File: src/rtl/keypad_pkg.sv
// Shared types and helpers for the 4x4 matrix keypad scanner.
package keypad_pkg;

  typedef enum logic [1:0] {SCAN, DEBOUNCE, HELD} kp_state_t;

  typedef logic [3:0] key_code_t;

  // Clocks per scan tick. Clamped to at least one clock so the divider never degenerates.
  function automatic int unsigned scan_div(input int unsigned freq, input int unsigned hz);
    return ((freq / hz) < 1) ? 1 : (freq / hz);
  endfunction

endpackage

File: src/rtl/input_sync.sv
// Parameterized-width two-flop synchronizer with a configurable asynchronous reset value.
module input_sync #(
  parameter int unsigned           WIDTH   = 4,
  parameter logic [WIDTH-1:0]      RST_VAL = '0
) (
  input  logic             clk_i,
  input  logic             rst_n_i,
  input  logic [WIDTH-1:0] d_i,
  output logic [WIDTH-1:0] q_o
);

  logic [WIDTH-1:0] meta_q;
  logic [WIDTH-1:0] sync_q;

  always_ff @(posedge clk_i or negedge rst_n_i) begin
    if (!rst_n_i) begin
      meta_q <= RST_VAL;
      sync_q <= RST_VAL;
    end else begin
      meta_q <= d_i;
      sync_q <= meta_q;
    end
  end

  assign q_o = sync_q;

endmodule

File: src/rtl/keypad_scanner.sv
// 4x4 active-low keypad scanner with debounce and a valid/ready key-code output.
// Define KEYPAD_REPEAT_EN to build the held-key auto-repeat logic.
module keypad_scanner
  import keypad_pkg::*;
#(
  parameter int unsigned FPGA_FREQ      = 50_000_000,
  parameter int unsigned SCAN_HZ        = 1_000,
  parameter int unsigned DEBOUNCE_TICKS = 4,
  parameter int unsigned REPEAT_DELAY   = 500,
  parameter int unsigned REPEAT_PERIOD  = 100
) (
  input  logic       clk_i,
  input  logic       rst_n_i,
  output logic [3:0] col_n_o,
  input  logic [3:0] row_n_i,
  output logic [3:0] key_o,
  output logic       valid_o,
  input  logic       ready_i,
  output logic       overrun_o
);

  localparam int unsigned      SCAN_DIV = scan_div(FPGA_FREQ, SCAN_HZ);
  localparam int unsigned      DIV_W    = (SCAN_DIV > 1) ? $clog2(SCAN_DIV) : 1;
  localparam logic [DIV_W-1:0] DIV_LAST = DIV_W'(SCAN_DIV - 1);
  localparam logic [3:0]       DEB_N    = 4'(DEBOUNCE_TICKS);

  logic [3:0]       row_s;
  logic             tick;
  logic [DIV_W-1:0] div_q, div_d;
  kp_state_t        state_q, state_d;
  logic [1:0]       col_q, col_d;
  logic [1:0]       row_idx_q, row_idx_d;
  logic [3:0]       pat_q, pat_d;
  logic [3:0]       cnt_q, cnt_d;
  logic [3:0]       relcnt_q, relcnt_d;
  key_code_t        key_q, key_d;
  logic             valid_q, valid_d;
  logic             overrun_q, overrun_d;
  logic             emit;
  logic             one_low;
  logic [1:0]       low_idx;
  key_code_t        emit_code;

  input_sync #(
    .WIDTH   (4),
    .RST_VAL (4'b1111)
  ) u_row_sync (
    .clk_i   (clk_i),
    .rst_n_i (rst_n_i),
    .d_i     (row_n_i),
    .q_o     (row_s)
  );

  assign tick  = (div_q == DIV_LAST);
  assign div_d = tick ? '0 : div_q + 1'b1;

  // A capture needs exactly one row low in the active column; ghosting patterns are skipped.
  assign one_low = ($countones(~row_s) == 1);

  always_comb begin
    low_idx = '0;
    for (int i = 3; i >= 0; i--) begin
      if (!row_s[i]) low_idx = 2'(i);
    end
  end

  assign emit_code = {row_idx_q, col_q};

`ifdef KEYPAD_REPEAT_EN
  localparam logic [15:0] REP_DLY = 16'(REPEAT_DELAY);
  localparam logic [15:0] REP_PER = 16'(REPEAT_PERIOD);

  logic [15:0] rep_cnt_q, rep_cnt_d;
  logic        rep_arm_q, rep_arm_d;
  logic [15:0] rep_nxt;

  assign rep_nxt = rep_cnt_q + 16'd1;
`else
  logic unused_repeat;
  assign unused_repeat = ^{REPEAT_DELAY, REPEAT_PERIOD};
`endif

  always_comb begin
    state_d   = state_q;
    col_d     = col_q;
    row_idx_d = row_idx_q;
    pat_d     = pat_q;
    cnt_d     = cnt_q;
    relcnt_d  = relcnt_q;
    emit      = 1'b0;
`ifdef KEYPAD_REPEAT_EN
    rep_cnt_d = rep_cnt_q;
    rep_arm_d = rep_arm_q;
`endif
    if (tick) begin
      case (state_q)
        SCAN: begin
          if (one_low) begin
            state_d   = DEBOUNCE;
            row_idx_d = low_idx;
            pat_d     = row_s;
            cnt_d     = 4'd1;
          end else begin
            col_d = col_q + 2'd1;
          end
        end
        DEBOUNCE: begin
          if (row_s == pat_q) begin
            cnt_d = cnt_q + 4'd1;
            if (cnt_d == DEB_N) begin
              emit     = 1'b1;
              state_d  = HELD;
              relcnt_d = '0;
`ifdef KEYPAD_REPEAT_EN
              rep_cnt_d = '0;
              rep_arm_d = 1'b0;
`endif
            end
          end else begin
            state_d = SCAN;
            col_d   = col_q + 2'd1;
          end
        end
        HELD: begin
          // Column stays frozen here, so other keys in it only keep the hold alive.
          if (&row_s) begin
            relcnt_d = relcnt_q + 4'd1;
`ifdef KEYPAD_REPEAT_EN
            rep_cnt_d = '0;
            rep_arm_d = 1'b0;
`endif
            if (relcnt_d == DEB_N) begin
              state_d  = SCAN;
              col_d    = col_q + 2'd1;
              relcnt_d = '0;
            end
          end else begin
            relcnt_d = '0;
`ifdef KEYPAD_REPEAT_EN
            if ((!rep_arm_q && rep_nxt == REP_DLY) || (rep_arm_q && rep_nxt == REP_PER)) begin
              emit      = 1'b1;
              rep_cnt_d = '0;
              rep_arm_d = 1'b1;
            end else begin
              rep_cnt_d = rep_nxt;
            end
`endif
          end
        end
        default: state_d = SCAN;
      endcase
    end
  end

  // A pending, unaccepted code wins over a new one; a same-cycle accept frees the slot.
  always_comb begin
    key_d     = key_q;
    valid_d   = valid_q;
    overrun_d = 1'b0;
    if (emit) begin
      if (valid_q && !ready_i) begin
        overrun_d = 1'b1;
      end else begin
        key_d   = emit_code;
        valid_d = 1'b1;
      end
    end else if (valid_q && ready_i) begin
      valid_d = 1'b0;
    end
  end

  always_ff @(posedge clk_i or negedge rst_n_i) begin
    if (!rst_n_i) begin
      div_q     <= '0;
      state_q   <= SCAN;
      col_q     <= '0;
      row_idx_q <= '0;
      pat_q     <= 4'b1111;
      cnt_q     <= '0;
      relcnt_q  <= '0;
      key_q     <= '0;
      valid_q   <= 1'b0;
      overrun_q <= 1'b0;
    end else begin
      div_q     <= div_d;
      state_q   <= state_d;
      col_q     <= col_d;
      row_idx_q <= row_idx_d;
      pat_q     <= pat_d;
      cnt_q     <= cnt_d;
      relcnt_q  <= relcnt_d;
      key_q     <= key_d;
      valid_q   <= valid_d;
      overrun_q <= overrun_d;
    end
  end

`ifdef KEYPAD_REPEAT_EN
  always_ff @(posedge clk_i or negedge rst_n_i) begin
    if (!rst_n_i) begin
      rep_cnt_q <= '0;
      rep_arm_q <= 1'b0;
    end else begin
      rep_cnt_q <= rep_cnt_d;
      rep_arm_q <= rep_arm_d;
    end
  end
`endif

  assign col_n_o   = ~(4'b0001 << col_q);
  assign key_o     = key_q;
  assign valid_o   = valid_q;
  assign overrun_o = overrun_q;

endmodule
File: config.mk
export PLATFORM = sky130hd
export DESIGN_NAME = keypad_scanner
export DESIGN_NICKNAME = d
export VERILOG_FILES = /design/src/rtl/keypad_pkg.sv /design/src/rtl/input_sync.sv /design/src/rtl/keypad_scanner.sv
export SDC_FILE = /design/constraint.sdc
export NUM_CORES = 1
export LEC_CHECK = 0
export BUFFER_PORTS_ARGS = -buffer_cell sky130_fd_sc_hd__buf_2
export CORE_ASPECT_RATIO = 1.25
export CORE_MARGIN = 2
export CORE_UTILIZATION = 33
export CTS_BUF_LIST = sky130_fd_sc_hd__clkbuf_4 sky130_fd_sc_hd__clkbuf_8 sky130_fd_sc_hd__clkbuf_16
export CTS_CLUSTER_DIAMETER = 100
export DETAILED_ROUTE_END_ITERATION = 7
export PLACE_DENSITY = 0.54
export SLEW_MARGIN = 20
export SYNTH_ARGS = -nofsm -noshare
export SYNTH_HDL_FRONTEND = slang
export SYNTH_SLANG_ARGS = --single-unit
File: constraint.sdc
create_clock -name clk_i -period 5.08 [get_ports clk_i]
set_input_delay 0.762 -clock clk_i [delete_from_list [all_inputs] [get_ports clk_i]]
set_output_delay 0.762 -clock clk_i [all_outputs]
set_load 0.05 [all_outputs]
==> out/summary.txt <==
CTS Buffer Depth - 2
Ys flop type - dfrtp_1
Num CTS Buffers - 5
Post-Synthesis Cell Area - 2320 um2
Hold Crit Endpoint - u_row_sync.q_o[3]
Crit-path max FO - 6
M2 GR Usage - 18.5%
Slew @ Worst Pin - 0.690 ns
Internal power - 512 uW
Final number of setup-violating endpoints - 0
Multiplexer share of the synthesized area - 6.42%
Syn nets - 225
Via Count - 1525
Final min period - 2.95 ns
Cell count after synthesis - 206
Synth cell types - 41
Number of global-route vias before repair - 1576
CTS tree - built
Initial Util - 33.7%
Hold path cells - 0
Min-delay worst type - reg -> reg
Drt total wl - 3950 um
Cell repeated most along the worst path - ha_1
Post-synth top area share - 38.8%
Clock network fraction of total power - 36.2%
Crit end category - flip-flop
H-tree levels - 2
Hold path start - u_row_sync.meta_q[3]
Post-Syn Area per Cell - 11.3 um2
CP max stage delay - 0.60 ns
CP startpoint - u_row_sync.q_o[1]
Residual DRC count - 0
Worst-skew pair later-pin latency - 0.29 ns
Share of post-route cells with drive strength above 1 - 24.0%
CP Launch Type - flip-flop
Sequential area share after synthesis - 52.4%
Met1 usage - 15.1%
Fraction of registers with async set/reset - 100%
Core area - 6890 um2
RSZ-0062 raised after global routing - false
Largest net degree at the start of global routing - 49
Total setup buffers inserted after CTS - 0
Crit path buf inv count - 1
Switching pwr - 141 uW
Setup slack, reg-to-reg - 2.13 ns
Adder-Cell Fraction of Synth Area - 6.79%
Critical Path, Cell by Cell - fa_1, inv_1, ha_1, ha_1, nor4_1, and2_0, mux2_2
EDFF count, synth - 0
Top-count cell post-synth - dfrtp_1
CTS Hold Buffers Added - 0
Status - finished clean
Commonest cells post-synth - 36 x dfrtp_1, 17 x nor2_1, 14 x inv_1
Synth area leader - dfrtp_1
Maximum VDD drop - 0.133 mV
Worst rel slew slack - 53.6%
Switching power share of the total - 21.6%
Max Slew Vio Count - 0
Leakage - 1.22 nW
Gr ovfl total - 0
Crit path required time - 5.26 ns
Synth Area in Simple Gates - 16.5%
RR Startpoint - u_row_sync.q_o[1]
Initial DRC Count - 32
Yosys warnings - 0
DP HPWL - 2770 um
GR Util All Layers - 11.6%
Gr busiest metal - met2
Ports - 17
First-pass iteration count of the detailed router - 4
Crit path DAT - 3.13 ns
Die Y - 97.8 um
Clock slew at reported path FFs - 0.09 ns
Met3 usage - 2.50%
Maxcap violations - 0
WS Path Type - reg -> reg
Reg2reg end - row_idx_q[1]
CTS root buf - clkbuf_8
Xor/xnor share of the synthesized area - 6.79%
Final Hold Vio Count - 0
First-pass GRT wire length - 7170 um
GPL Wtd Cong - 0.733
Worst path top cell family by delay - simple AND/OR/NAND/NOR gates
Post-CTS sizing - 0
Area grow syn2layout - 12.2%
CP max stage cell - dfstp_2
Port Buffers - 16
Antenna violations before repair - 0
Fmax - 339 MHz
DRT antenna net count - 0
Finished Layout Cells - 319
Final net count - 247
Setup total negative slack - 0 ns
# diodes - 0
Die area - 7720 um2
Reg2reg path depth - 7
Compound-gate portion of the synthesized area - 7.98%
Drt via density - 4.78
Gate power share - 3.9%
Routed len/inst - 12.4 um
Die width - 79.0 um
Yosys reg bits - 48
Power per cell area - 251 nW/um2
Clock sink count - 48
# rows - 34
Worst Skew - 0.00481 ns
Sequential power share - 59.9%
Fin crit share - 58.0%
Cell total after placement - 311
Synth area leaders - dfrtp_1 39%, dfstp_2 14%, ha_1 5.9%, mux2_2 5.3%, xor2_1 3.8%
Largest family of logic cells by synthesized area - simple AND/OR/NAND/NOR gates
## worst max-delay path by stage
stage	cells after the start	end	slack [ns]
finish	7	row_idx_q[1]	2.13
CTS	7	row_idx_q[1]	2.07
global placement	7	row_idx_q[1]	2.17
floorplan	8	row_idx_q[1]	2.44
detailed placement	7	row_idx_q[1]	2.09
global route	7	row_idx_q[1]	1.97
## power by group through the flow
stage / sequential, mW / combinational, mW / clock, mW
2_1_floorplan: 0.398 / 0.0127 / 0
3_3_place_gp: 0.398 / 0.0263 / 0
3_5_place_dp: 0.398 / 0.0267 / 0
4_1_cts: 0.391 / 0.0268 / 0.249
5_1_grt: 0.392 / 0.0302 / 0.266
6_report: 0.391 / 0.0255 / 0.236
## kinds of logic (layout without fill, tap and decap cells)
kind of cell | after synthesis | count (layout)
AOI/OAI and AO/OA | 25 | 25
xor gates and xnor gates | 18 | 18
muxes | 13 | 13
and+or+nand+nor | 73 | 73
DFF | 48 | 48
adders and majority gates | 12 | 12
buffers and inverters | 17 | 40
## per-stage QoR
stage | hold WS (ns) | util (%) | setup WS (ns) | power (mW) | area, um2
detailed placement | 0.347 | 36.4 | 2.09 | 0.425 | 2510
global route | 0.368 | 37.8 | 1.97 | 0.689 | 2610
CTS | 0.360 | 37.8 | 2.07 | 0.667 | 2610
floorplan | 0.345 | - | 2.44 | 0.410 | 2320
global placement | 0.346 | 36.4 | 2.17 | 0.424 | 2510
finish | 0.359 | 37.8 | 2.13 | 0.653 | 2610
## per-layer routing
| metal | share of wire, % | vias to the layer above |
|---|---|---|
| met1 | 47 | 743 |
| met4 | 1.4 | 0 |
| met2 | 49 | 27 |
| met3 | 2.8 | 2 |
| li1 | - | 753 |
| met5 | 0 | - |
## layout by cell type, fill, tap and decap left out, types with 2 or more instances in the layout
cell type / Yosys / routed
a21boi_0: 2 / 2
a21oi_1: 6 / 6
and2_1: 3 / 3
and3_1: 2 / 2
buf_2: 0 / 16
buf_4: 0 / 2
clkbuf_8: 0 / 6
dfrtp_1: 36 / 36
dfstp_2: 12 / 12
ha_1: 11 / 11
inv_1: 14 / 14
mux2_2: 11 / 11
nand2_1: 10 / 10
nand2b_1: 6 / 6
nand3_1: 12 / 12
nand4_1: 6 / 6
nor2_1: 17 / 17
nor3_1: 7 / 7
nor4_1: 2 / 2
o21ai_0: 6 / 6
o2bb2ai_1: 2 / 2
o31ai_1: 3 / 3
xnor2_1: 8 / 8
xor2_1: 10 / 10
## area by class of cell
| class | count | area, um2 |
|---|---|---|
| Inverter | 14 | 52.6 |
| Sequential cell | 48 | 1220 |
| Fill cell | 717 | 4290 |
| Clock inverter | 1 | 6.26 |
| Multi-Input combinational cell | 141 | 1030 |
| Clock buffer | 7 | 90.1 |
| Tap cell | 90 | 113 |
| Timing Repair Buffer | 18 | 95.1 |
## state kept, by name, summed over array words and instances (netlist names)
register           cells
row_idx_q              2
u_row_sync.q_o         4
valid_o                1
u_row_sync.meta_q      4
cnt_q                  4
pat_q                  4
state_q                2
col_q                  2
key_o                  4
overrun_o              1
div_q                 16
relcnt_q               4
No activity file was read; power rests on OpenSTA's default activity.
